## src/rtl/harris_frame_sequencer.sv

```systemverilog
// harris_frame_sequencer: streams one raster-order frame from pixel memory into the
// 3x3 window generator, issuing a new line only when a line buffer has been freed.
// Ports:
//   clk, reset        clock, synchronous active-high reset
//   start, cfg_base   frame start request (ignored while busy) and frame base address
//   busy, done, err   frame in progress, completion pulse, sticky spurious-return flag
//   mem_req/addr/gnt  read request channel
//   mem_rdata/rvalid  in-order read return channel
//   win_reset         reset pulse to the window generator
//   pixel/pixel_valid returned pixel, registered one cycle
//   window_valid      row-read strobe from the window generator
//   rows_done         window rows completed in the current frame
module harris_frame_sequencer #(
   parameter int IMG_WIDTH       = 512,
   parameter int IMG_HEIGHT      = 512,
   parameter int PIX_W           = 8,
   parameter int ADDR_W          = 18,
   parameter int MAX_OUTSTANDING = 4
) (
   input  logic              clk,
   input  logic              reset,
   input  logic              start,
   input  logic [ADDR_W-1:0] cfg_base,
   output logic              busy,
   output logic              done,
   output logic              err,
   output logic              mem_req,
   output logic [ADDR_W-1:0] mem_addr,
   input  logic              mem_gnt,
   input  logic [PIX_W-1:0]  mem_rdata,
   input  logic              mem_rvalid,
   output logic              win_reset,
   output logic [PIX_W-1:0]  pixel,
   output logic              pixel_valid,
   input  logic              window_valid,
   output logic [15:0]       rows_done
);
   localparam int CW = IMG_WIDTH > 1 ? $clog2(IMG_WIDTH) : 1;

   typedef enum logic [2:0] {IDLE, INIT, FETCH, WAIT_CREDIT, DRAIN, DONE} state_t;

   state_t        state;
   logic [CW-1:0] col;
   logic [15:0]   lines_issued;
   logic [3:0]    outstanding;
   logic          wv_q;
   logic          accept;
   logic          start_acc;
   logic          row_fall;
   logic          last_col;
   logic [16:0]   credit_lim;
   logic [16:0]   lines_next;

   // Outputs are pure decodes of registered state, so they carry no input paths.
   assign busy       = state != IDLE;
   assign done       = state == DONE;
   assign win_reset  = state == INIT;
   assign mem_req    = (state == FETCH) && (outstanding < 4'(MAX_OUTSTANDING));
   assign accept     = mem_req & mem_gnt;
   assign start_acc  = start & (state == IDLE);
   assign row_fall   = wv_q & ~window_valid;
   assign last_col   = col == CW'(IMG_WIDTH - 1);
   // A line may be issued only while fewer than rows_done+4 lines are out,
   // which keeps the 4-line buffer ring from being overwritten mid-read.
   assign credit_lim = {1'b0, rows_done} + 17'd4;
   assign lines_next = {1'b0, lines_issued} + 17'd1;

   always_ff @(posedge clk) begin
      if (reset) begin
         state        <= IDLE;
         mem_addr     <= '0;
         col          <= '0;
         lines_issued <= '0;
         outstanding  <= '0;
         err          <= 1'b0;
         pixel        <= '0;
         pixel_valid  <= 1'b0;
         wv_q         <= 1'b0;
         rows_done    <= '0;
      end else begin
         pixel       <= mem_rdata;
         pixel_valid <= mem_rvalid;
         wv_q        <= window_valid;
         err         <= start_acc ? 1'b0 : err | (mem_rvalid & (outstanding == 4'd0));
         if (accept && !mem_rvalid)
            outstanding <= outstanding + 4'd1;
         else if (!accept && mem_rvalid && outstanding != 4'd0)
            outstanding <= outstanding - 4'd1;
         rows_done <= start_acc ? 16'd0 : rows_done + 16'(row_fall);
         case (state)
            IDLE: if (start) begin
               mem_addr     <= cfg_base;
               col          <= '0;
               lines_issued <= '0;
               state        <= INIT;
            end
            INIT: state <= FETCH;
            FETCH: if (accept) begin
               mem_addr <= mem_addr + 1'b1;
               col      <= last_col ? '0 : col + 1'b1;
               if (last_col) begin
                  lines_issued <= lines_next[15:0];
                  if (lines_next == 17'(IMG_HEIGHT))
                     state <= DRAIN;
                  else if (lines_next >= credit_lim)
                     state <= WAIT_CREDIT;
               end
            end
            WAIT_CREDIT: if ({1'b0, lines_issued} < credit_lim) state <= FETCH;
            DRAIN: if (outstanding == 4'd0 && rows_done == 16'(IMG_HEIGHT - 2)) state <= DONE;
            DONE: state <= IDLE;
            default: state <= IDLE;
         endcase
      end
   end
endmodule

```

## config.mk

```make
export PLATFORM = sky130hd
export DESIGN_NAME = harris_frame_sequencer
export DESIGN_NICKNAME = d
export VERILOG_FILES = /design/src/rtl/harris_frame_sequencer.sv
export SDC_FILE = /design/constraint.sdc
export NUM_CORES = 1
export LEC_CHECK = 0
export ABC_AREA = 1
export CAP_MARGIN = 20
export CELL_PAD_IN_SITES_DETAIL_PLACEMENT = 1
export CELL_PAD_IN_SITES_GLOBAL_PLACEMENT = 2
export CORE_ASPECT_RATIO = 0.9
export CORE_UTILIZATION = 35
export CTS_BUF_LIST = sky130_fd_sc_hd__clkbuf_16
export DETAILED_ROUTE_END_ITERATION = 12
export DONT_BUFFER_PORTS = 1
export GPL_TIMING_DRIVEN = 0
export PLACE_DENSITY = 0.79
export SYNTH_ARGS = -nofsm -noshare
export SYNTH_HDL_FRONTEND = slang
export SYNTH_SLANG_ARGS = --single-unit
export TNS_END_PERCENT = 30
```

## constraint.sdc

```tcl
create_clock -name clk -period 3.8 [get_ports clk]
set_input_delay 0.76 -clock clk [delete_from_list [all_inputs] [get_ports clk]]
set_output_delay 0.76 -clock clk [all_outputs]
set_load 0.02 [all_outputs]
```

Word level (Yosys, flattened, before mapping)
Cells that the tools add are included.
- output and inout port bits: 48
- bits of input ports: 32
- logic and storage cells: 78
- bits in registers: 77
- reduce and logical (&&, ||, !) cells: 17
- add/subtract/negate cells: 7
- order comparisons: 3
- equal/unequal tests: 14
- multiplexer cells: 21
- bitwise logic cells: 6
- operators by type and width (kind ; count):
    two-way mux 16 bit ; 3
    two-way mux 18 bit ; 2
    one-hot mux 18 bit (2 select lines) ; 1
    one-hot mux 16 bit (2 select lines) ; 1
    two-way mux 9 bit ; 3
    two-way mux 3 bit ; 7
    adder 18 x 1 -> 18 bit, second input constant ; 1
    one-hot mux 9 bit (2 select lines) ; 1
    adder 16 x 1 -> 17 bit, second input constant ; 1
    adder 16 x 3 -> 17 bit, second input constant ; 1
    equality test 17 x 10 -> 1 bit, second input constant ; 1
    greater-or-equal comparator 17 bit ; 1
    less-than comparator 16 x 17 -> 1 bit ; 1
    adder 16 x 1 -> 16 bit ; 1
    equality test 16 x 9 -> 1 bit, second input constant ; 1
    one-hot mux 3 bit (5 select lines) ; 1
    != test 2 bit, second input constant ; 5
    adder 9 x 1 -> 9 bit, second input constant ; 1
    equality test 9 bit, second input constant ; 1
    two-way mux 4 bit ; 2
    equality test 3 x 2 -> 1 bit, second input constant ; 2
    equality test 3 bit, second input constant ; 2
    AND reduction 6 bit ; 1
    logical AND 1 bit ; 5
    other kinds (17) ; 22

Logic depth before layout (Yosys ltp)
Gate-level depths: netlist of the first run.
- word-level depth: 8
- depth in mapped cells: 22
- mapped depth without buffers: 22

Worst setup path after synthesis of the first run
OpenSTA, ideal clock, no wires.
- path type: register -> register
- start: register rows_done[2]
- end: register state[2]
- arrival: 2.775 ns
- data required time: 3.687 ns
- library setup time: 0.113 ns
- slack: 0.912 ns
- cell stages (with the launch flop): 20
- buffers on the path: 0
- period minus slack after synthesis: 2.888 ns
- cells stage by stage: dfxtp_1 > ha_1 > nand3_1 > nor2_4 > nand2_1 > nor2_1 > xnor2_1 > ha_1 > a21oi_1 > nor2_1 > a211oi_1 > nand2_1 > nor2_1 > nand2_1 > nand2_1 > nand2_2 > nand2_2 > nor2_2 > nor2_1 > nor2_1
- longest elaborated chain between the ends: 4
- elaborated cells on any way between the ends: 9
- classes of those cells: 1 x add/sub; 2 x order compare; 4 x eq/ne; 2 x reduce/logical
- RTL lines (what ; line ; source):
    start: declaration ; 36 ; output logic [15:0] rows_done
    start signal: assignment ; 89 ; rows_done <= start_acc ? 16'd0 : rows_done + 16'(row_fall);
    adder 16 x 3 -> 17 bit / equality test 16 x 9 -> 1 bit (equally long branches) ; 65, 110 ;
    greater-or-equal comparator 17 bit, or another cell as far along ; 105 ; else if (lines_next >= credit_lim)
    != test 3 x 1 -> 1 bit (no line) / != test 2 bit (equally long branches) ; - ;
    AND reduction 6 bit (no line) * ; - ;
    end signal: assignment ; 104 ; state <= DRAIN;
    end signal: assignment ; 106 ; state <= WAIT_CREDIT;
    end signal: assignment ; 109 ; WAIT_CREDIT: if ({1'b0, lines_issued} < credit_lim) state <= FETCH;
    end: declaration ; 42 ; state_t state;
Mark *: on every way between the ends. The rest lies on a longest branch, timed or not.
A chain may end at the register's enable or synchronous reset.

Worst setup path after layout of the first run
- start: register rows_done[3]
- end: register state[2]
Same word-level chain as after synthesis.

==> impl_metrics.json, run 1 <==
{
  "slew_headroom": 0.311,
  "power_density_mw_per_mm2": 549,
  "grt_setup_unrepaired": "false",
  "fp.coreArea_mm2": 0.0141,
  "grt_antenna_before_repair": 0,
  "clockBufferDepth": 2,
  "syn_area_per_cell_um2": 6.61,
  "timing_limited_maximum_frequency_mhz": 292,
  "rows": 41,
  "mapped_nets": 842,
  "endpoint_kind": "flop",
  "crit_path_top_delay_cell": "sky130_fd_sc_hd__dfxtp_1",
  "setup_violations": 0,
  "yosysWarningCount": 0,
  "grt_max_degree": 13,
  "globalRoute.totalOverflow": 0,
  "floorplan_die_area_mm2": 0.0150,
  "post-synth-top-area-cell": "sky130_fd_sc_hd__dfxtp_1",
  "synth_most_common_cell": "sky130_fd_sc_hd__nand2_1",
  "drt_first_iter_violations": 197,
  "place_hpwl_um": 12500,
  "postRouteAntennaNets": 0,
  "postSynth.topFlopCell": "sky130_fd_sc_hd__dfxtp_1",
  "clock_slew_seen_by_the_registers_of_the_worst_setup_and_hold_paths_ns": 0.06,
  "number_of_enable_type_register_cells_in_the_synthesized_netlist": 0,
  "clk_root_buffer_cell": "sky130_fd_sc_hd__clkbuf_16",
  "worst_hold_startpoint": "col[8]",
  "clock_sink_count": 77,
  "worst_hold_path.endpoint": "col[8]",
  "cts_made_buffers": 9,
  "irDropWorstVdd_mv": 0.250,
  "worst_skew_pair.late_latency_ns": 0.35,
  "route.vias.total": 4996,
  "synthCells": 769,
  "tightestPinTransition_ns": 1.02,
  "synth-async-reset-ratio": 0,
  "final_layout_fill_cell_count": 1830,
  "timing.critical_path.max_delay_family": "simple AND/OR/NAND/NOR gates",
  "hold-path-cell-count": 2,
  "worstSetupPathType": "reg2reg",
  "gr-max-usage-layer": "met2",
  "layout.nets": 853,
  "groute.layer.met2.usage": 0.350,
  "routed_wl_um": 15800,
  "number_of_setup_buffers_added_after_cts": 0,
  "cts_hold_buf": 0,
  "reg2reg_setup_slack_ns": 0.37,
  "critical_path.startpoint_type": "flop",
  "cp_data_required_time_ns": 4.05,
  "port-buffer-count": 0,
  "ys_top_cells_by_area": "sky130_fd_sc_hd__dfxtp_1 (30%), sky130_fd_sc_hd__nand2_1 (13%), sky130_fd_sc_hd__ha_1 (9.8%)",
  "vias_per_cell": 5.11,
  "worst-endpoint-arrival_ns": 3.68,
  "ioPinCount": 80,
  "timing_max_transition_violations_final": 0,
  "groute.layer.met1.usage": 0.301,
  "cp_max_fo": 6,
  "multi_input_comb_area_mm2": 0.00306,
  "cells_along_the_critical_path": "ha_1, nand3_1, nor2_4, nand2_1, nor2_1, xnor2_1, ha_1, a21oi_1, nor2_1, a211oi_1, nand2_1, nor2_1, nand2_1, nand2_1, nand2_2, nand2_2, nor2_2, nor2_1, nor2_1",
  "r2r.worst_path.cells": 19,
  "h_tree_level_count": 3,
  "layout-drive-gt1-share": 0.0651,
  "finalWorstPathRequiredPeriod_ns": 3.43,
  "die_h_um": 116,
  "insertedDiodeCount": 0,
  "hold_path_class": "reg2reg",
  "grt_pass1_vias": 4948,
  "cpMostUsedCell": "sky130_fd_sc_hd__nor2_1",
  "worstReg2RegEnd": "state[2]",
  "area_growth_pct": 10.3,
  "yosys-top-cells-count": "sky130_fd_sc_hd__nand2_1 (180), sky130_fd_sc_hd__nor2_1 (109), sky130_fd_sc_hd__inv_1 (104), sky130_fd_sc_hd__dfxtp_1 (77), sky130_fd_sc_hd__nand3_1 (44)",
  "seq_area_frac_synth": 0.303,
  "cpPeakStageDelay_ns": 0.54,
  "area.sequential_mm2": 0.00154,
  "cellLeakagePower_nw": 2.48,
  "gpl.final_weighted_congestion": 0.805,
  "tns_ns": 0,
  "postSynthRegisterBits": 77,
  "effective_utilization_at_floorplan": 0.361,
  "startpoint_of_the_most_critical_register_to_register_path": "rows_done[3]",
  "die_x_um": 129,
  "cts_resized": 0,
  "dr.pass1.iters": 4,
  "p_total_w": 0.00308,
  "max_capacitance_violation_count": 0,
  "run_status": "complete, no violations",
  "grt_pass1_wl_um": 25300,
  "synth.lib_cells_used.distinct": 34,
  "clock_tree_from_tritoncts": "yes",
  "yosys.area.top_type_share": 0.303,
  "skew_ns": 0.00940,
  "timing_hold_violations_final": 0,
  "groute.usage.overall": 0.221,
  "cp.buffers_inverters": 0,
  "met3_usage": 0.0550,
  "min_period_over_period": 0.903,
  "drc": 0,
  "wl_per_cell_um": 16.1,
  "synth_area_mm2": 0.00509
}
## where the power goes
group	total (W)	internal, W	switching (W)
clock	0.000858	0.000499	0.000359
combinational	0.000995	0.000333	0.000662
sequential	0.00123	0.000941	0.000289
total	0.00308	0.00177	0.00131
## tightest hold or removal path: stages, from the launching register on
cell and delay [ns]:
sky130_fd_sc_hd__dfxtp_1 0.31, sky130_fd_sc_hd__nand2_1 0.06, sky130_fd_sc_hd__a21oi_1 0.05
## worst max path at each step
stage	from	end	cells past startpoint
floorplan	rows_done[2]	state[2]	19
global placement	rows_done[2]	state[2]	19
detailed placement	rows_done[2]	state[2]	19
CTS	rows_done[2]	state[2]	19
global route	rows_done[3]	state[2]	19
finish	rows_done[3]	state[2]	19
## cell families (layout without fill, tap and decap cells)
logic type	count (synthesis)	count (layout)	share of synthesized area
AOI/OAI and AO/OA	111	111	0.123
and+or+nand+nor	389	389	0.329
xor gates and xnor gates	27	27	0.0465
buffers and inverters	124	139	0.0954
adders and majority gates	41	41	0.102
DFF	77	77	0.303
## area by class of cell
cell class | count | area share
buffer | 18 | 0.0156
clock buffer | 9 | 0.0401
clock inverter | 6 | 0.0103
inverter | 106 | 0.0709
multi-input combinational | 568 | 0.545
sequential | 77 | 0.275
tap | 193 | 0.0430
## routing by layer
layer	wire, µm	part of all wire
met5	0	0
met2	7090	0.45
met4	199	0.013
met3	543	0.034
met1	7930	0.50
## sequential cells by signal, indices dropped and copies added (netlist names)
register      flops
col               9
err               1
lines_issued     16
mem_addr         18
outstanding       4
pixel             8
pixel_valid       1
rows_done        16
state             3
wv_q              1
## through the flow
| step | hold WS (ns) | utilization | instance area (µm²) | cells | setup slack [ns] |
|---|---|---|---|---|---|
| floorplan | 0.444 | - | 5090 | 769 | 0.912 |
| global placement | 0.460 | 0.378 | 5330 | 962 | 0.357 |
| detailed placement | 0.463 | 0.378 | 5330 | 962 | 0.220 |
| CTS | 0.479 | 0.398 | 5610 | 977 | 0.212 |
| global route | 0.505 | 0.398 | 5610 | 977 | 0.00600 |
| finish | 0.473 | 0.398 | 5610 | 977 | 0.370 |
## cells in the final DEF, fill, tap and decap left out, drive strengths merged, types with 12 or more instances in the layout
| cell type | synthesis | routed |
|---|---|---|
| a21oi | 43 | 43 |
| dfxtp | 77 | 77 |
| inv | 106 | 108 |
| xor2 | 18 | 18 |
| nor2 | 121 | 121 |
| o21ai | 36 | 36 |
| nand3 | 46 | 46 |
| nand4 | 18 | 18 |
| o22ai | 12 | 12 |
| clkbuf | 9 | 18 |
| nand2 | 185 | 185 |
| ha | 40 | 40 |
Note: power is estimated with default switching activity, not from simulation.
==> inputs of run 2 (changes only) <==
clock period = 3.21 ns   (was 3.8 ns; I/O delays follow)
==> run 2 against run 1 <==
  * Worst hold slack worse by 0.082 ns
  * Total power is 18% higher
  * Non-clock buffer count grew 1
  * Clock skew is essentially flat
  * Clock power increased by 19%
  * Core utilization is 0.48 points higher
  * Sequential cell count stayed put
  * First-iteration DRC count decreased by 0.51%
  * Die area did not move
  * Critical path type is now reg2out
==> impl_metrics.json, run 2 (same netlist as run 1, synthesis figures left out) <==
{
  "run_status": "complete, no violations",
  "area_growth_pct": 11.7,
  "finalWorstPathRequiredPeriod_ns": 3.00,
  "power.share.combinational": 0.322,
  "grt_pass1_wl_um": 25300,
  "route.vias.total": 4979,
  "irDropWorstVdd_mv": 0.296,
  "tightestPinTransition_ns": 0.942,
  "clockBufferDepth": 2,
  "largest_register_ffs": 18,
  "skew_ns": 0.00982,
  "insertedDiodeCount": 0,
  "clock_sink_count": 77,
  "power_density_mw_per_mm2": 642,
  "cp.buffers_inverters": 4,
  "fp.coreArea_mm2": 0.0141,
  "power.net_switching_w": 0.00155,
  "layout.nets": 854,
  "port-buffer-count": 0,
  "dpl_worst_slack_ns": -0.370,
  "gpl.final_weighted_congestion": 0.805,
  "timing_max_transition_violations_final": 0,
  "ioPinCount": 80,
  "h_tree_level_count": 3,
  "worstSetupPathType": "reg2out",
  "internal_power_w": 0.00210,
  "wl_per_cell_um": 16.1,
  "clk_root_buffer_cell": "sky130_fd_sc_hd__clkbuf_16",
  "timing_hold_violations_final": 0,
  "routed_wl_um": 15800,
  "clock_tree_from_tritoncts": "yes",
  "cp_data_required_time_ns": 2.57,
  "clock_slew_seen_by_the_registers_of_the_worst_setup_and_hold_paths_ns": 0.07,
  "grt_pass1_vias": 4955,
  "floorplan_die_area_mm2": 0.0150,
  "worst-endpoint-arrival_ns": 2.35,
  "crit_path_top_delay_cell": "sky130_fd_sc_hd__nor3_1",
  "grt_max_degree": 13,
  "slew_headroom": 0.366,
  "reg2reg_setup_slack_ns": 0.25,
  "post-route-worst-setup-slack_ns": 0.214,
  "share_clk_of_total_power": 0.279,
  "endpoint_kind": "output port",
  "critical_path.startpoint_type": "flop",
  "cts_made_buffers": 9,
  "grt_antenna_before_repair": 0,
  "max_capacitance_violation_count": 0,
  "timing.critical_path.max_delay_family": "simple AND/OR/NAND/NOR gates",
  "layout.cells.most_common": "sky130_fd_sc_hd__nand2_1",
  "worst_skew_pair.late_latency_ns": 0.35,
  "hold_path_class": "in2reg",
  "die_x_um": 129,
  "top_regs": "mem_addr (18), lines_issued (16), rows_done (16)",
  "cp_max_fo": 10,
  "regMostFlops": "mem_addr",
  "cpPeakStageDelay_ns": 0.70,
  "tns_ns": 0,
  "vias_per_cell": 5.09,
  "postRouteAntennaNets": 0,
  "place_hpwl_um": 12500,
  "dr.pass1.iters": 4,
  "commonest_non_fill_non_tap_cells_in_the_layout": "sky130_fd_sc_hd__nand2_1 (180), sky130_fd_sc_hd__nor2_1 (108), sky130_fd_sc_hd__inv_1 (105)",
  "die_h_um": 116,
  "effective_utilization_at_floorplan": 0.361,
  "globalRoute.totalOverflow": 0,
  "cellLeakagePower_nw": 2.49,
  "drc": 0,
  "drt_first_iter_violations": 196,
  "cells_along_the_critical_path": "nor2_2, inv_1, nor2_2, buf_4, inv_1, buf_2, nor3_1",
  "layout-drive-gt1-share": 0.0828,
  "min_period_over_period": 0.933,
  "timing_limited_maximum_frequency_mhz": 334,
  "rows": 41,
  "groute.usage.overall": 0.222,
  "power_frac_seq": 0.399,
  "power_switching_share": 0.425,
  "setup_violations": 0
}
run 2: changes by cell type in the layout (fill, tap and decap cells not counted), sizes merged:
cell	change
clkbuf	+1
run 2: timing repair:
| action | 4_1_cts | 5_1_grt |
|---|---|---|
| setup buffers | 1 | 0 |
| gates resized for setup | 5 | 15 |
| pin swaps | 1 | 1 |
| hold buffers | 0 | 0 |
| endpoints found under the setup margin | 3 | 3 |
run 2: worst paths after layout:
path                              startpoint        to  cells after the start
worst max-delay path                state[2]   mem_req                      7
worst max register to register  rows_done[9]  state[2]                     18
worst min register to register        col[8]    col[8]                      2
worst min-delay path            mem_rdata[6]  pixel[6]                      2
run 2: through the flow:
step	cells	hold slack, ns	util	total power, W	instance area, µm²
after floorplan	769	0.444	-	0.00229	5090
after CTS	978	0.380	0.399	0.00370	5630
after global routing	978	0.387	0.403	0.00391	5680
final	978	0.391	0.403	0.00365	5680
after detailed placement	962	0.463	0.378	0.00266	5330
after global placement	962	0.460	0.378	0.00261	5330
run 2: area by class of cell:
cell class	instances	area [µm²]
fillers	1822	8430
multi-input cells	568	3100
flip-flops and latches	77	1560
inverters	106	398
well taps	193	241
clock buffers	9	225
plain buffers	18	90.1
clock inverters	6	57.6
repair buffers	1	7.51
run 2: routing by layer:
| metal | track usage | wire [µm] | up-vias |
|---|---|---|---|
| met3 | 0.0550 | 617 | 13 |
| met4 | 0.0580 | 193 | 0 |
| met5 | 0 | 0 | - |
| met2 | 0.351 | 7090 | 68 |
| li1 | - | - | 2507 |
| met1 | 0.302 | 7880 | 2391 |
run 2: power groups by stage:
stage	clock, W	combinational (W)	sequential, W
finish	0.00102	0.00118	0.00145
global route	0.00109	0.00134	0.00148
CTS	0.00105	0.00119	0.00146
detailed placement	0	0.00119	0.00148
global placement	0	0.00114	0.00147
floorplan	0	0.000876	0.00141
==> inputs of run 3 (changes only) <==
ABC_CLOCK_PERIOD_IN_PS = 3210   (was not set)
CORE_MARGIN = 2   (was not set)
CTS_CLUSTER_SIZE = 24   (was not set)
==> run 3 against run 2 <==
  * Clock power rose by 18%
  * Die area rose by 3.3%
  * Critical endpoint unchanged
  * Sequential share of layout area fell by 0.41 points
  * Largest cell class unchanged
==> impl_metrics.json, run 3 (same netlist as run 1, synthesis figures left out) <==
{
  "run_status": "complete, no violations",
  "clockBufferDepth": 2,
  "clock_sink_count": 77,
  "wl_per_cell_um": 16.3,
  "worst-endpoint-arrival_ns": 2.30,
  "critical_path.startpoint_type": "flop",
  "power.share.combinational": 0.308,
  "clock_tree_from_tritoncts": "yes",
  "timing_hold_violations_final": 0,
  "insertedDiodeCount": 0,
  "internal_power_w": 0.00226,
  "place_hpwl_um": 12500,
  "post_placement_cell_count": 962,
  "die_h_um": 118,
  "grt_pass1_wl_um": 26800,
  "fp.coreArea_mm2": 0.0141,
  "ioPinCount": 80,
  "cp_max_fo": 10,
  "layout.cells.most_common": "sky130_fd_sc_hd__nand2_1",
  "timing_max_transition_violations_final": 0,
  "endpoint_kind": "output port",
  "layout.nets": 854,
  "power_switching_share": 0.410,
  "drt_first_iter_violations": 223,
  "clk_root_buffer_cell": "sky130_fd_sc_hd__clkbuf_16",
  "top_regs": "mem_addr (18), lines_issued (16), rows_done (16)",
  "slew_headroom": 0.308,
  "tightestPinTransition_ns": 1.03,
  "max_capacitance_violation_count": 0,
  "dr.pass1.iters": 4,
  "postRouteAntennaNets": 0,
  "power_frac_seq": 0.379,
  "skew_ns": 0.00944,
  "effective_utilization_at_floorplan": 0.361,
  "power_density_mw_per_mm2": 665,
  "globalRoute.totalOverflow": 0,
  "min_period_over_period": 0.917,
  "rows": 41,
  "dpl_worst_slack_ns": -0.404,
  "cp_data_required_time_ns": 2.57,
  "worstSetupPathType": "reg2out",
  "cts_made_buffers": 9,
  "regMostFlops": "mem_addr",
  "worst_skew_pair.late_latency_ns": 0.35,
  "layout-drive-gt1-share": 0.0892,
  "gpl.final_weighted_congestion": 0.822,
  "post-route-worst-setup-slack_ns": 0.267,
  "port-buffer-count": 0,
  "timing_limited_maximum_frequency_mhz": 340,
  "drc": 0,
  "finish.utilization": 0.408,
  "route.vias.total": 5002,
  "routed_wl_um": 16000,
  "vias_per_cell": 5.11,
  "finalWorstPathRequiredPeriod_ns": 2.94,
  "floorplan_die_area_mm2": 0.0155,
  "largest_register_ffs": 18,
  "cellLeakagePower_nw": 2.52,
  "setup_violations": 0,
  "grt_antenna_before_repair": 0,
  "commonest_non_fill_non_tap_cells_in_the_layout": "sky130_fd_sc_hd__nand2_1 (180), sky130_fd_sc_hd__nor2_1 (107), sky130_fd_sc_hd__inv_1 (103)",
  "die_x_um": 131,
  "h_tree_level_count": 3,
  "power.net_switching_w": 0.00157,
  "grt_max_degree": 14,
  "hold_path_class": "in2reg",
  "share_clk_of_total_power": 0.313,
  "area_growth_pct": 13.3,
  "grt_pass1_vias": 5337,
  "irDropWorstVdd_mv": 0.357,
  "final_cell_count_no_fill": 978,
  "fin_hold_ws_ns": 0.398,
  "groute.usage.overall": 0.219,
  "clock_slew_seen_by_the_registers_of_the_worst_setup_and_hold_paths_ns": 0.06
}
==> run 3: cell type report <==
cell class / count / area [µm²]
Multi-Input combinational cell: 568 / 3130
Fill cell: 1855 / 8350
Inverter: 106 / 398
Buffer: 18 / 87.6
Sequential cell: 77 / 1550
Clock buffer: 9 / 225
Tap cell: 193 / 241
Timing Repair Buffer: 1 / 7.51
Clock inverter: 6 / 113
==> run 3: metrics by stage <==
stage	total power, W	instance area (µm²)	TNS [ns]
2_1_floorplan	0.00229	5090	0
6_report	0.00383	5760	0
3_3_place_gp	0.00261	5330	-0.657
5_1_grt	0.00410	5760	-0.0365
4_1_cts	0.00388	5690	0
3_5_place_dp	0.00267	5330	-1.11
==> run 3: per-layer routing <==
layer | track usage | vias to the layer above | wire length (µm)
met5 | 0 | - | 0
met4 | 0.0452 | 0 | 118
met3 | 0.0575 | 8 | 447
met2 | 0.341 | 66 | 7440
met1 | 0.303 | 2414 | 7980
li1 | - | 2514 | -
==> run 3: worst paths after layout <==
check                                   from        to  slack, ns  cells past startpoint
worst max-delay path                state[2]   mem_req       0.27                      7
worst min-delay path            mem_rdata[6]  pixel[6]       0.40                      2
worst max register to register  rows_done[2]  state[2]       0.30                     20
worst min register to register        col[8]    col[8]       0.48                      2
==> run 3: power groups by stage <==
| stage | Sequential (W) | Clock [W] | Combinational, W |
|---|---|---|---|
| 6_report | 0.00145 | 0.00120 | 0.00118 |
| 3_3_place_gp | 0.00147 | 0 | 0.00114 |
| 4_1_cts | 0.00146 | 0.00123 | 0.00120 |
| 2_1_floorplan | 0.00141 | 0 | 0.000876 |
| 5_1_grt | 0.00148 | 0.00127 | 0.00135 |
| 3_5_place_dp | 0.00148 | 0 | 0.00119 |
==> run 3: worst max-delay path: stages (launching register included) <==
cell and delay (ns):
sky130_fd_sc_hd__dfxtp_1 0.37, sky130_fd_sc_hd__nor2_2 0.18, sky130_fd_sc_hd__inv_1 0.09, sky130_fd_sc_hd__nor2_2 0.16, sky130_fd_sc_hd__buf_4 0.21, sky130_fd_sc_hd__inv_1 0.08, sky130_fd_sc_hd__buf_2 0.21, sky130_fd_sc_hd__nor3_1 0.65
==> run 3: repair_timing <==
action	4_1_cts	5_1_grt
gates resized for setup	7	16
endpoints found under the setup margin	3	3
hold buffers	0	0
buffers inserted	1	0
pin swaps	1	0
hold endpoints to repair	0	0
